--- config.mk ---
export PLATFORM = sky130hd
export DESIGN_NAME = ama_riscv_mem_arbiter
export DESIGN_NICKNAME = d
export VERILOG_FILES = /design/src/rtl/ama_riscv_mem_arbiter.sv
export SDC_FILE = /design/constraint.sdc
export NUM_CORES = 1
export LEC_CHECK = 0
export BUFFER_PORTS_ARGS = -buffer_cell sky130_fd_sc_hd__buf_2
export CAP_MARGIN = 20
export CORE_MARGIN = 10
export CORE_UTILIZATION = 29
export DETAILED_ROUTE_END_ITERATION = 10
export GPL_ROUTABILITY_DRIVEN = 0
export PLACE_DENSITY = 0.86
export SYNTH_ARGS = -nofsm -noshare
export SYNTH_HDL_FRONTEND = slang
export SYNTH_SLANG_ARGS = --single-unit
--- constraint.sdc ---
create_clock -name clk -period 1.92 [get_ports clk]
set_input_delay 0.192 -clock clk [delete_from_list [all_inputs] [get_ports clk]]
set_output_delay 0.192 -clock clk [all_outputs]
set_load 0.005 [all_outputs]
--- src/rtl/ama_riscv_mem_arbiter.sv ---
// Arbitrates instruction fetch and data access onto one single-port synchronous RAM.
// Data wins conflicts until fetch has lost STARVE_MAX times in a row, then fetch wins once.
module ama_riscv_mem_arbiter #(
  parameter int AW         = 14,
  parameter int STARVE_MAX = 3
) (
  input  logic          clk,
  input  logic          rst,
  // fetch channel
  input  logic          imem_req_valid,
  output logic          imem_req_ready,
  input  logic [AW-1:0] imem_req_addr,
  output logic          imem_rsp_valid,
  output logic [31:0]   imem_rsp_data,
  // data channel
  input  logic          dmem_req_valid,
  output logic          dmem_req_ready,
  input  logic [AW-1:0] dmem_req_addr,
  input  logic [3:0]    dmem_req_we,
  input  logic [31:0]   dmem_req_wdata,
  output logic          dmem_rsp_valid,
  output logic [31:0]   dmem_rsp_data,
  // RAM
  output logic          mem_en,
  output logic [3:0]    mem_we,
  output logic [AW-1:0] mem_addr,
  output logic [31:0]   mem_wdata,
  input  logic [31:0]   mem_rdata
);

  localparam logic [0:0] PRIO_D = 1'b0;
  localparam logic [0:0] PRIO_I = 1'b1;

  localparam logic [1:0] OWN_NONE  = 2'd0;
  localparam logic [1:0] OWN_IMEM  = 2'd1;
  localparam logic [1:0] OWN_DLOAD = 2'd2;

  localparam logic [3:0] SMAX = 4'(STARVE_MAX);

  logic [0:0] state;
  logic [3:0] starve_cnt;
  logic [1:0] owner;
  logic       conflict;
  logic       i_acc;
  logic       d_acc;

  // A lone requester always sees ready; priority only matters on conflict.
  assign imem_req_ready = !dmem_req_valid || (state == PRIO_I);
  assign dmem_req_ready = !imem_req_valid || (state == PRIO_D);

  assign conflict = imem_req_valid && dmem_req_valid;
  assign i_acc    = imem_req_valid && imem_req_ready;
  assign d_acc    = dmem_req_valid && dmem_req_ready;

  assign mem_en    = (i_acc || d_acc) && !rst;
  assign mem_we    = (d_acc && !rst) ? dmem_req_we : 4'b0;
  assign mem_addr  = d_acc ? dmem_req_addr : imem_req_addr;
  assign mem_wdata = d_acc ? dmem_req_wdata : 32'b0;

  always_ff @(posedge clk) begin
    if (rst) begin
      state      <= PRIO_D;
      starve_cnt <= 4'd0;
      owner      <= OWN_NONE;
    end else begin
      if (i_acc) begin
        state      <= PRIO_D;
        starve_cnt <= 4'd0;
      end else if (conflict && d_acc) begin
        starve_cnt <= starve_cnt + 4'd1;
        if (starve_cnt + 4'd1 == SMAX) state <= PRIO_I;
      end
      // Stores leave no owner, so they never produce a response.
      if (i_acc)                          owner <= OWN_IMEM;
      else if (d_acc && dmem_req_we == 4'b0) owner <= OWN_DLOAD;
      else                                owner <= OWN_NONE;
    end
  end

  // Gate with rst so a read in flight when reset hits is silently dropped.
  assign imem_rsp_valid = (owner == OWN_IMEM)  && !rst;
  assign dmem_rsp_valid = (owner == OWN_DLOAD) && !rst;
  assign imem_rsp_data  = imem_rsp_valid ? mem_rdata : 32'b0;
  assign dmem_rsp_data  = dmem_rsp_valid ? mem_rdata : 32'b0;

endmodule
# --- Yosys cells after proc, flatten, opt, wreduce, memory -nomap -nowiden ---
# Index checks and enable logic that the tools add are counted.
word_totals:
  ff_bits: 7
  romBits: 0
  word_cells: 34
  ramBits: 0
  memories: 0
  latch_bits: 0
  inputBits: 100
  output_inout_bits: 119
op_classes:
  reduce_logical: 18
  eq_ne: 3
  add_sub_neg: 1
  mux: 7
  order_cmp: 0
  mul: 0
  div: 0
  n_bitwise: 1
  shifts: 0
op_table:
  columns: ["operator", "count"]
  rows:
  - ["32-bit 2-to-1 mux", 3]
  - ["14-bit 2-to-1 mux", 1]
  - ["1-bit logical AND", 9]
  - ["4-bit by 1-bit adder with 4-bit output, second input constant", 1]
  - ["4-bit by 2-bit == test with 1-bit output, second input constant", 1]
  - ["4-bit zero test", 1]
  - ["4-bit 2-to-1 mux", 1]
  - ["1-bit zero test", 3]
  - ["1-bit logical OR", 3]
  - ["2-bit by 1-bit == test with 1-bit output, second input constant", 1]
  - ["2-bit == test, second input constant", 1]
  - ["2-bit 2-to-1 mux", 1]
  - ["2-bit AND reduction", 1]
  - ["2-bit OR reduction", 1]
  - ["1-bit 2-to-1 mux", 1]
  - ["1-bit inverter", 1]

# --- Longest topological paths before layout ---
logic_depth:
  depth_word: 6
  ltp_mapped: 5
  depth_no_buf: 4

# --- Least setup slack after synthesis ---
# No wires, ideal clock.
synth_timing:
  path_type: "register to output"
  start: "register state"
  end: "output mem_addr[10]"
  path_buffers: 1
  required_time_ns: 1.728
  slack_ns: 0.693
  stages_incl_launch_ff: 4
  t_arrival_ns: 1.035
  path_cell_list: "dfxtp_1 > a21boi_2 > buf_2 > mux2_1"
synth_between:
  elab_chain_len: 4
synth_lines:
  columns: ["element", "line_no", "text"]
  rows:
  - ["start, declared", "40", "logic [0:0] state;"]
  - ["start signal, assigned", "62", "state <= PRIO_D;"]
  - ["start signal, assigned", "67", "state <= PRIO_D;"]
  - ["start signal, assigned", "71", "if (starve_cnt + 4'd1 == SMAX) state <= PRIO_I;"]
  - ["1-bit inverter", "49", "assign dmem_req_ready = !imem_req_valid || (state == PRIO_D);"]
  - ["1-bit logical OR", "49", null]
  - ["1-bit logical AND", "53", "assign d_acc = dmem_req_valid && dmem_req_ready;"]
  - ["14-bit 2-to-1 mux", "57", "assign mem_addr = d_acc ? dmem_req_addr : imem_req_addr;"]
  - ["end, declared", "26", "output logic [AW-1:0] mem_addr,"]
# No other way between the ends.

# --- Worst setup path in the final report ---
layout_timing:
  start: "register state"
  end: "output mem_addr[5]"
# The elaborated chain is that of the path after synthesis.

==> metrics.csv <==
metric;value;unit
p_total;655;uW
synth-edff-count;0;
rsz0062_at_grt;false;
hold_viol;0;
io_pins;219;
syn_to_final_growth;94.3;%
cts_tree;done;
critical_path.startpoint_type;register;
final_cell_mix;218 x buf_2, 101 x and2_1, 14 x mux2_1;
synthMuxAreaShare;12.7;%
ctsHoldBuffers;0;
async_flop_share;0;%
cts.sink_count;7;
critPathMaxFanout;47;
use_met2;35.3;%
fp-row-count;23;
hold_path_class;in -> reg;
drive_gt1_share;60.4;%
synth-compound-area-share;3.94;%
tns;0;ns
grt_use_met3;11.4;%
synth_top_family_by_area;simple AND/OR/NAND/NOR gates;
initial_core_util;30.5;%
power.density;272;nW/um^2
dp.cells;427;
synth_cell_types;30;
die_w;85.4;um
antenna_found_initial;0;
die_h;85.4;um
busiest_layer;met2;
synth_nets;271;
timing.final.crit_share;87.0;%
first_iter_violations;13;
nets;484;
ys.flop_type;dfxtp_1;
stdcell_count;431;
antenna_left;0;
synth_fa_ha_area_share;2.02;%
clk_latency;0.22;ns
yosys.area_share.simple;62.4;%
grt_use_total;18.0;%
slew_violations;0;
final_common_cell;buf_2;
grt_start_max_net_pins;48;
synth_xor_area_share;1.41;%
clk_pin_slew;0.04;ns
drc_errors;0;
max_slew_margin;82.7;%
max_freq;0.599;GHz
ys_warn_count;0;
first_pass_iters;4;
cts_buffer_depth;2;
syn_inst;169;
core_region_area;4060;um^2
crit_required;1.73;ns
fin_skew;0.00499;ns
cts-root-buf;clkbuf_8;
ctsHtreeMaxLevel;1;
num_antenna_cells;0;
vias;1874;
vias_per_cell;4.35;
placement.cell_area;2360;um^2
dp_hpwl;6.71;mm
die_area;7290;um^2
post_cts_buffers;0;
final_core_util;59.3;%
postLayoutCellArea;2410;um^2
crit_type;reg -> out;
grt_overflow_total;0;
wire_per_inst;17.0;um
io_buffers;218;
ctsResizeCount;0;
tightest_slew;0.260;ns
wl;7.32;mm
ir_drop;204;uV
layout_min_cycle_time;1.67;ns
status;complete, no violations;
grt_use_met1;14.4;%
grt_pass1_vias;2091;
ys_seq_elements;7;
syn_area;1240;um^2
cts_buffers;3;
endpoint_kind;output port;
power_leakage;0.00152;uW
max-cap-violations;0;
setup_viol_count_final;0;
cp.arrival;1.48;ns
postSynthAreaPerCell;7.33;um^2
grt_pass1_wl;10.7;mm
ys_seq_area_share;11.3;%
## logic make-up after synthesis
group | after synthesis
AND/OR/NAND/NOR | 121
flip-flops | 7
multiplexers | 14
buffers and inverters | 16
AO/OA/AOI/OAI | 7
XOR/XNOR | 2
adder cells (fa/ha/maj) | 2
## synthesized netlist by cell type (2+ instances only)
cell type,n,area (um^2)
nand3_1,2,10.0
inv_1,2,7.51
mux2_1,14,158
nor2_1,2,7.51
ha_1,2,25.0
nor3b_1,2,15.0
a21oi_1,3,15.0
xnor2_1,2,17.5
dfxtp_1,7,140
and2_1,101,632
buf_2,10,50.1
clkbuf_1,2,7.51
nand2_1,3,11.3
## critical path, cell delays in order, from the launching register on
cell and delay [ns]:
dfxtp_1 0.36, a21boi_2 0.20, buf_12 0.21, mux2_1 0.34, buf_2 0.13
## state kept, by name (all words and copies together), names as in the netlist
register	cells
state	1
owner	2
starve_cnt	4
## power breakdown
| part | switching, uW | internal (uW) | leakage, uW |
|---|---|---|---|
| clock network | 60.5 | 143 | 0.0000228 |
| logic | 125 | 174 | 0.00144 |
| registers | 2.69 | 149 | 0.0000568 |
| total | 188 | 467 | 0.00152 |
## path summary, 6_finish.rpt
kind / start / endpoint / slack [ns] / depth (start not counted)
min: dmem_req_valid / state / 0.29 / 3
max reg2reg: starve_cnt[0] / starve_cnt[1] / 0.61 / 4
max: state / mem_addr[5] / 0.25 / 4
min reg2reg: starve_cnt[0] / starve_cnt[0] / 0.50 / 2
## per-layer routing
layer | up-vias | wire, um
met2 | 134 | 3800
li1 | 956 | -
met1 | 776 | 2240
met4 | 0 | 128
met3 | 8 | 1140
met5 | - | 0
## per-stage QoR
stage               setup WS [ns]  hold WS, ns
global route                0.170        0.303
finish                      0.250        0.294
detailed placement          0.476        0.490
CTS                         0.232        0.285
global placement            0.521        0.473
floorplan                   0.693        0.356
## layout make-up
type / instances / area [um^2]
Sequential cell: 7 / 140
Tap cell: 50 / 62.6
Inverter: 3 / 11.3
Clock buffer: 4 / 45.0
Timing Repair Buffer: 221 / 1130
Multi-Input combinational cell: 146 / 1020
Fill cell: 367 / 1650
No activity file was read; power rests on OpenSTA's default activity.
